[src/rtl/mul_div_unit.sv]
// Iterative RV32M multiply/divide unit: radix-2 shift-add multiply and restoring
// divide on operand magnitudes, sign-corrected on the final iteration.
module mul_div_unit #(
  parameter int XLEN   = 32,
  parameter int CYCLES = 32
) (
  input  logic            clk,
  input  logic            reset,
  input  logic            start,
  input  logic [2:0]      funct3,
  input  logic [XLEN-1:0] SrcA,
  input  logic [XLEN-1:0] SrcB,
  input  logic [4:0]      rd_in,
  output logic            busy,
  output logic            done,
  output logic [XLEN-1:0] result,
  output logic [4:0]      rd_out
);
  localparam int CW = $clog2(CYCLES);

  typedef enum logic [1:0] {IDLE, CALC, DONE} state_t;

  state_t            state_q, state_d;
  logic [CW-1:0]     count_q, count_d;
  logic [2*XLEN-1:0] acc_q, acc_d;
  logic [XLEN-1:0]   b_q, b_d;
  logic [2:0]        op_q, op_d;
  logic              neg_a_q, neg_a_d, neg_b_q, neg_b_d;
  logic [4:0]        rd_q, rd_d, rd_out_q, rd_out_d;
  logic [XLEN-1:0]   result_q, result_d;

  // Operand signedness from the RV32M encoding
  logic            a_sgn, b_sgn, in_neg_a, in_neg_b;
  logic [XLEN-1:0] mag_a, mag_b;

  assign a_sgn    = (funct3 == 3'b001) || (funct3 == 3'b010) ||
                    (funct3 == 3'b100) || (funct3 == 3'b110);
  assign b_sgn    = (funct3 == 3'b001) || (funct3 == 3'b100) || (funct3 == 3'b110);
  assign in_neg_a = a_sgn & SrcA[XLEN-1];
  assign in_neg_b = b_sgn & SrcB[XLEN-1];
  assign mag_a    = in_neg_a ? (~SrcA + 1'b1) : SrcA;
  assign mag_b    = in_neg_b ? (~SrcB + 1'b1) : SrcB;

  // Multiply: low half of acc holds the multiplier, consumed LSB first
  logic [XLEN:0]     mul_sum;
  logic [2*XLEN-1:0] mul_next;
  assign mul_sum  = {1'b0, acc_q[2*XLEN-1:XLEN]} + (acc_q[0] ? {1'b0, b_q} : '0);
  assign mul_next = {mul_sum, acc_q[XLEN-1:1]};

  // Divide: high half is the partial remainder, low half shifts dividend out / quotient in
  logic [XLEN:0]     div_sh;
  logic [XLEN+1:0]   div_diff;
  logic              div_ge;
  logic [2*XLEN-1:0] div_next;
  logic              unused_diff_bit;
  assign div_sh          = acc_q[2*XLEN-1:XLEN-1];
  assign div_diff        = {1'b0, div_sh} - {2'b00, b_q};
  assign div_ge          = ~div_diff[XLEN+1];
  assign div_next        = {(div_ge ? div_diff[XLEN-1:0] : div_sh[XLEN-1:0]),
                            acc_q[XLEN-2:0], div_ge};
  assign unused_diff_bit = div_diff[XLEN];

  logic [2*XLEN-1:0] iter, prod;
  logic [XLEN-1:0]   quo, rem, fin;
  assign iter = op_q[2] ? div_next : mul_next;
  assign prod = (neg_a_q ^ neg_b_q) ? (~iter + 1'b1) : iter;
  // Divide-by-zero leaves an all-ones quotient; it must not be negated
  assign quo  = (neg_a_q ^ neg_b_q) && (b_q != '0) ? (~iter[XLEN-1:0] + 1'b1)
                                                   : iter[XLEN-1:0];
  assign rem  = neg_a_q ? (~iter[2*XLEN-1:XLEN] + 1'b1) : iter[2*XLEN-1:XLEN];

  always_comb begin
    fin = '0;
    case (op_q)
      3'b000:         fin = prod[XLEN-1:0];
      3'b100, 3'b101: fin = quo;
      3'b110, 3'b111: fin = rem;
      default:        fin = prod[2*XLEN-1:XLEN];
    endcase
  end

  always_comb begin
    state_d  = state_q;
    count_d  = count_q;
    acc_d    = acc_q;
    b_d      = b_q;
    op_d     = op_q;
    neg_a_d  = neg_a_q;
    neg_b_d  = neg_b_q;
    rd_d     = rd_q;
    rd_out_d = rd_out_q;
    result_d = result_q;
    case (state_q)
      IDLE: if (start) begin
        state_d = CALC;
        count_d = '0;
        acc_d   = {{XLEN{1'b0}}, mag_a};
        b_d     = mag_b;
        op_d    = funct3;
        neg_a_d = in_neg_a;
        neg_b_d = in_neg_b;
        rd_d    = rd_in;
      end
      CALC: begin
        acc_d   = iter;
        count_d = count_q + 1'b1;
        if (count_q == CW'(CYCLES-1)) begin
          state_d  = DONE;
          result_d = fin;
          rd_out_d = rd_q;
        end
      end
      DONE:    state_d = IDLE;
      default: state_d = IDLE;
    endcase
  end

  always_ff @(posedge clk or posedge reset) begin
    if (reset) begin
      state_q  <= IDLE;
      count_q  <= '0;
      acc_q    <= '0;
      b_q      <= '0;
      op_q     <= '0;
      neg_a_q  <= 1'b0;
      neg_b_q  <= 1'b0;
      rd_q     <= '0;
      rd_out_q <= '0;
      result_q <= '0;
    end else begin
      state_q  <= state_d;
      count_q  <= count_d;
      acc_q    <= acc_d;
      b_q      <= b_d;
      op_q     <= op_d;
      neg_a_q  <= neg_a_d;
      neg_b_q  <= neg_b_d;
      rd_q     <= rd_d;
      rd_out_q <= rd_out_d;
      result_q <= result_d;
    end
  end

  assign busy   = (state_q == CALC);
  assign done   = (state_q == DONE);
  assign result = result_q;
  assign rd_out = rd_out_q;
endmodule

[config.mk]
export PLATFORM = sky130hd
export DESIGN_NAME = mul_div_unit
export DESIGN_NICKNAME = d
export VERILOG_FILES = /design/src/rtl/mul_div_unit.sv
export SDC_FILE = /design/constraint.sdc
export NUM_CORES = 1
export LEC_CHECK = 0
export ABC_AREA = 1
export CORE_ASPECT_RATIO = 1.1
export CORE_UTILIZATION = 50
export DETAILED_ROUTE_END_ITERATION = 10
export PLACE_DENSITY_LB_ADDON = 0.15
export SLEW_MARGIN = 20
export SYNTH_ARGS = -nofsm -noshare
export SYNTH_HDL_FRONTEND = slang
export SYNTH_SLANG_ARGS = --single-unit
export TNS_END_PERCENT = 5
[constraint.sdc]
create_clock -name clk -period 8.8 [get_ports clk]
set_clock_uncertainty 0.05 [all_clocks]
set_input_delay 1.32 -clock clk [delete_from_list [all_inputs] [get_ports clk]]
set_output_delay 1.32 -clock clk [all_outputs]
set_load 0.05 [all_outputs]
==> results of run 1 <==
## cell families (layout without fill, tap and decap cells)
kind of cell / after synthesis / count (layout) / synth area share
AO/OA/AOI/OAI: 421 / 421 / 0.142
XOR/XNOR: 102 / 102 / 0.0498
adder cells (fa/ha/maj): 72 / 72 / 0.0510
buffers and inverters: 568 / 628 / 0.126
flip-flops: 150 / 150 / 0.209
other: 0 / 1 / 0
AND/OR/NAND/NOR: 1720 / 1720 / 0.421
## sequential cells by signal (all words and copies together), names as in the netlist
name,flops
acc_q,64
b_q,32
result,32
count_q,5
rd_out,5
rd_q,5
op_q,3
state_q,2
neg_a_q,1
neg_b_q,1
## worst min path at each step
| stage | endpoint | cells past startpoint | slack [ns] |
|---|---|---|---|
| 2_1_floorplan | op_q[0]$_DFFE_PP0P_ | 2 | 0.40 |
| 3_3_place_gp | result[18]$_DFFE_PP0P_ | 2 | 0.41 |
| 3_5_place_dp | result[24]$_DFFE_PP0P_ | 2 | 0.41 |
| 4_1_cts | result[24]$_DFFE_PP0P_ | 2 | 0.43 |
| 5_1_grt | result[21]$_DFFE_PP0P_ | 2 | 0.46 |
| 6_report | result[11]$_DFFE_PP0P_ | 2 | 0.43 |
## tightest hold or removal path, stage by stage (launching register included)
cell     delay [ns]
dfrtp_1        0.34
nand2_1        0.05
nand2_1        0.06
## metrics by stage
step	setup WS, ns	cell area [µm²]
6_report	3.77	19900
5_1_grt	3.30	19900
4_1_cts	3.98	19900
3_5_place_dp	3.99	19300
3_3_place_gp	4.12	19300
2_1_floorplan	3.39	17900
## per-layer routing
layer / GRT usage / up-vias
met2: 0.671 / 978
met4: 0.326 / 6
met3: 0.0708 / 292
met1: 0.488 / 9680
li1: - / 9829
met5: 0 / -
## cell usage in the layout (no fill, tap or decap), drive strengths merged, types with 13 or more instances in the layout
master and instances:
xor2 81, dfrtp 150, ha 70, o22ai 29, nor2 289, nand3b 13
nor3 36, nand2 1011, o211ai 30, clkbuf 18, o21ai 176, nand4 31
clkdlybuf4s50 113, inv 471, o221ai 32, buf 19, a21oi 118, or2 14
xnor2 21, nand3 307
## cells in the mapped netlist, types with 3 or more instances
cell type	instances	area, µm²
nor2_4	11	124
buf_6	13	146
inv_1	434	1630
nor3_2	7	70.1
o21ai_0	138	691
clkbuf_1	63	236
nand3_1	295	1480
xor2_1	81	709
a21oi_1	111	556
nand3b_1	13	97.6
nand2_4	7	78.8
o21ai_4	3	48.8
ha_1	70	876
a211oi_1	7	52.6
nand2_1	979	3670
buf_1	12	45.0
nor2_2	23	144
a21oi_4	4	65.1
o211ai_1	30	225
o22ai_1	29	181
nor3_1	29	145
buf_4	5	37.5
or2_2	12	75.1
and2_1	4	25.0
a22o_1	3	26.3
xnor2_1	21	184
dfrtp_1	150	3750
o21a_1	4	30.0
a31oi_1	6	37.5
a21oi_2	3	26.3
nor4_1	11	68.8
buf_2	11	55.1
o21ai_2	3	26.3
o21bai_1	4	30.0
o221ai_1	32	280
nand2_2	25	156
nor2_1	250	938
inv_2	28	105
o21ai_1	32	160
nor2_8	5	100
nand4_1	29	181
nand3_2	11	110
## layout make-up
type	instances	area share
inverters	464	0.0877
multi-input cells	2315	0.599
clock inverters	14	0.00785
flip-flops and latches	150	0.189
well taps	481	0.0302
repair buffers	132	0.0639
clock buffers	18	0.0220
diodes	1	0.000126
==> flow_summary.json, run 1 <==
{
  "status": "finished, final reports clean",
  "reg2reg_slack_ns": 3.77,
  "routed_via_density": 5.81,
  "grt_start_max_net_pins": 87,
  "dieArea_mm2": 0.0366,
  "critPathTopFamily": "buffers and inverters",
  "relSlewSlack": 0.240,
  "numCtsBuffers": 17,
  "synth_edf_count": 0,
  "fmax_ghz": 0.199,
  "clk_pin_slew_ns": 0.07,
  "drt_iter0_markers": 2276,
  "route.met2.wl_um": 34200,
  "portBuffers": 113,
  "period_share": 0.572,
  "ios": 114,
  "row_count": 72,
  "cts_tree": "done",
  "final_cell_count_no_fill": 3575,
  "ys_seq_area_frac": 0.209,
  "critPathLaunchType": "flip-flop",
  "clock_latency_ns": 0.48,
  "syn_nets": 3180,
  "cts_resized": 0,
  "nFillCells": 3652,
  "cts_sinks": 150,
  "drt_wl_total_um": 74800,
  "tns_ns": 0,
  "period_minus_slack_ns": 5.03,
  "hold_path_startpoint": "result[11]$_DFFE_PP0P_",
  "drc": 0,
  "track_usage": 0.415,
  "drv_cap": 0,
  "multi_input_area_mm2": 0.0119,
  "cp_common_cell": "nand2_1",
  "seq_area_mm2": 0.00376,
  "topRoutingLayerUsed": "met5",
  "grt_remaining_overflow": 0,
  "avgSynthCellArea_um2": 5.92,
  "crit_fanout": 47,
  "cp.depth": 14,
  "nNetsFinal": 3227,
  "grt_pass1_wl_um": 115000,
  "cp-startpoint": "neg_a_q$_DFFE_PP0P_",
  "hold-worst-slack_ns": 0.431,
  "yosysWarningCount": 0,
  "syn_area_mm2": 0.0179,
  "place.gp.congestion": 1.10,
  "rsz0062_at_grt": "false",
  "clock-root-buffer": "clkbuf_16",
  "dp.cells": 3542,
  "wl_met3_um": 5550,
  "drt_first_pass_iters": 6,
  "ys_types": 60,
  "ys.flop_type": "dfrtp_1",
  "cts_max_level": 4,
  "worstSetupEndpointType": "flip-flop",
  "critPathBufInv": 5,
  "worstMarginPinSlew_ns": 1.14,
  "cts-hold-fix-buffers": 0,
  "worstRegToRegCells": 14,
  "critPathMaxStageDelay_ns": 0.84,
  "slowest_stage": "nand2_1",
  "die_x_um": 183,
  "postSynthCellCount": 3033,
  "hold_violations": 0,
  "post_drt_wl_per_cell_um": 20.9,
  "dp_hpwl_um": 59000,
  "setup-violations-final": 0,
  "synth_seq_cells": 150,
  "die_h_um": 201,
  "crit_arrival_ns": 5.35,
  "ant_nets": 0,
  "drv_slew": 0,
  "fp.coreArea_mm2": 0.0352,
  "reg2reg_from": "neg_a_q$_DFFE_PP0P_",
  "cts_setup_buffers": 0,
  "ys_async_sr_fraction": 1.00,
  "vias": 20800,
  "area_delta_synth_final_pct": 11.0,
  "crit_chain": "inv_1 -> nand2_1 -> nand2_1 -> inv_2 -> o21ai_1 -> buf_4 -> clkinv_1 -> buf_4 -> o21ai_0 -> a21oi_1 -> a211oi_1 -> o21ai_1 -> nand2_1 -> nand2_1",
  "crit_path_end": "result[24]$_DFFE_PP0P_",
  "critical_path_required_ns": 9.12,
  "worstSetupPathType": "flip-flop to flip-flop",
  "cts_buffer_depth": 2,
  "postLayoutCoreUtil": 0.566,
  "antenna_found_initial": 4,
  "hold_path_class": "flip-flop to flip-flop",
  "start_util": 0.509,
  "grt_pass1_vias": 19900,
  "r2r-end": "result[24]$_DFFE_PP0P_",
  "drive_above_1_share": 0.0676,
  "met1Wirelength_um": 28600
}
Power of run 1 is left out: the tool's default activity adds up to more than one toggle a clock period on the data nets, which glitch-free logic cannot reach.
==> run 2: changes to the inputs <==
==> constraint.sdc (replaced) <==
create_clock -name clk -period 4.15 [get_ports clk]
set_clock_uncertainty 0.05 [all_clocks]
set_input_delay 0.6225 -clock clk [delete_from_list [all_inputs] [get_ports clk]]
set_output_delay 0.6225 -clock clk [all_outputs]
set_load 0.05 [all_outputs]
==> run 2 against run 1 <==
Sequential cell count unchanged. Die area unchanged. Non-clock buffer count increased by 127. First-iteration DRC count decreased by 1.3%. Register-to-register slack got worse by 3.7 ns. Design area up 6.2%. Worst hold slack about the same. Core utilization is 3.5 points higher. Critical endpoint is now result[10]$_DFFE_PP0P_. Highest routed layer is now met4.
==> flow_summary.json, run 2 (synthesis gave the netlist of run 1 again) <==
{
  "crit_chain": "ha_1 -> nand2_1 -> nor2_4 -> inv_2 -> nor3_4 -> nand2_4 -> buf_4 -> nand2_4 -> nand2_1 -> nand3_1 -> nand2_2 -> inv_1 -> ha_4 -> nand3_2 -> nor2_8 -> nand3_2 -> o21ai_4 -> xor2_1 -> o21ai_0 -> nand2_1",
  "crit_arrival_ns": 4.39,
  "layout_commonest_cell": "nand2_1",
  "drv_cap": 0,
  "worstMarginPinSlew_ns": 0.952,
  "period_minus_slack_ns": 4.08,
  "hold_path_class": "flip-flop to flip-flop",
  "critPathMaxStageDelay_ns": 0.46,
  "clock-root-buffer": "clkbuf_16",
  "hold_violations": 0,
  "ios": 114,
  "cts-hold-fix-buffers": 0,
  "fmax_ghz": 0.245,
  "row_count": 72,
  "start_util": 0.509,
  "cts_sinks": 150,
  "drc": 0,
  "mostFrequentLayoutCells": "970 x nand2_1, 432 x inv_1, 291 x nand3_1",
  "drv_slew": 0,
  "post_drt_wl_per_cell_um": 20.6,
  "worstSetupPathType": "flip-flop to flip-flop",
  "dieArea_mm2": 0.0366,
  "met3_usage": 0.0742,
  "postLayoutCoreUtil": 0.600,
  "cts_buffer_depth": 2,
  "place.gp.congestion": 1.08,
  "tns_ns": 0,
  "rsz0062_at_grt": "true",
  "die_x_um": 183,
  "cts_tree": "done",
  "portBuffers": 113,
  "period_share": 0.983,
  "ant_nets": 0,
  "vias": 21400,
  "drt_iter0_markers": 2247,
  "busiest_layer": "met2",
  "drt_wl_total_um": 76100,
  "grt_pass1_wl_um": 118000,
  "dp_hpwl_um": 60300,
  "setup-violations-final": 0,
  "hold_path_startpoint": "result[25]$_DFFE_PP0P_",
  "drive_above_1_share": 0.114,
  "grt_pass1_vias": 20900,
  "grt_remaining_overflow": 0,
  "numCtsBuffers": 17,
  "slowest_stage": "dfrtp_1",
  "nNetsFinal": 3354,
  "met2_usage": 0.696,
  "status": "finished, final reports clean",
  "antenna_found_initial": 0,
  "critPathLaunchType": "flip-flop",
  "cts_max_level": 4,
  "critPathTopFamily": "simple AND/OR/NAND/NOR gates",
  "largest_register_ffs": 64,
  "final_cell_count_no_fill": 3701,
  "track_usage": 0.423,
  "nFillCells": 3513,
  "crit_fanout": 10,
  "relSlewSlack": 0.365,
  "diodes": 0,
  "cp_common_cell": "nand2_1",
  "clk_pin_slew_ns": 0.08,
  "cp-startpoint": "acc_q[48]$_DFFE_PP0P_",
  "grt_use_met1": 0.485,
  "regMostFlops": "acc_q",
  "grt_start_max_net_pins": 81,
  "critPathBufInv": 3,
  "fp.coreArea_mm2": 0.0352,
  "clock_latency_ns": 0.49,
  "worstSetupEndpointType": "flip-flop",
  "area_delta_synth_final_pct": 17.9,
  "die_h_um": 201,
  "critical_path_required_ns": 4.46,
  "drt_first_pass_iters": 6,
  "dp.cells": 3662,
  "routed_via_density": 5.78,
  "reg2reg_from": "acc_q[48]$_DFFE_PP0P_"
}
[run 2: cell count changes in the layout (fill, tap and decap cells not counted), sizes merged]
cell      delta
bufinv       +1
inv          -2
clkinvlp     +1
diode        -1
buf        +127
[run 2: final cells by class]
| type | instances | area, µm² | area share |
|---|---|---|---|
| multi-input cells | 2315 | 12100 | 0.574 |
| flip-flops and latches | 150 | 3760 | 0.178 |
| repair buffers | 259 | 2280 | 0.108 |
| inverters | 464 | 1750 | 0.0826 |
| well taps | 481 | 602 | 0.0285 |
| clock buffers | 18 | 439 | 0.0208 |
| clock inverters | 14 | 178 | 0.00840 |
[run 2: per-stage QoR]
| stage | setup slack [ns] | instance area (µm²) | hold slack [ns] |
|---|---|---|---|
| 2_1_floorplan | 0.565 | 17900 | 0.400 |
| 6_report | 0.0685 | 21100 | 0.431 |
| 5_1_grt | -0.103 | 21100 | 0.466 |
| 4_1_cts | 0.0363 | 20900 | 0.434 |
| 3_3_place_gp | 0.000644 | 20300 | 0.411 |
| 3_5_place_dp | 0.00853 | 20300 | 0.416 |
[run 2: worst min-delay path: cells and delay by family, from the launching register on]
kind / cells / cell delay (ns)
flip-flops: 1 / 0.35
AND/OR/NAND/NOR: 2 / 0.10
[run 2: repair_timing]
item / in CTS / in global routing
buffers inserted: 0 / 7
cloned: 0 / 0
pin swaps: 0 / 6
endpoints found under the hold margin: 0 / 0
resized for setup: 1 / 46
endpoints found under the setup margin: 1 / 27
[run 2: final timing paths]
check                                          to  slack (ns)  cells after the start
max in group asynchronous     op_q[2]$_DFFE_PP0P_        2.58                      3
min in group asynchronous   acc_q[25]$_DFFE_PP0P_        0.47                      2
setup / recovery           result[10]$_DFFE_PP0P_        0.07                     20
setup reg to reg           result[10]$_DFFE_PP0P_        0.07                     20
hold reg to reg            result[25]$_DFFE_PP0P_        0.43                      2
hold / removal             result[25]$_DFFE_PP0P_        0.43                      2
[run 2: per-layer routing]
metal | vias to the layer above | part of all wire
met2 | 1095 | 0.46
li1 | 10100 | -
met1 | 9907 | 0.38
met3 | 324 | 0.078
met4 | 0 | 0.087
met5 | - | 0
Power of run 2 is left out for the same reason.
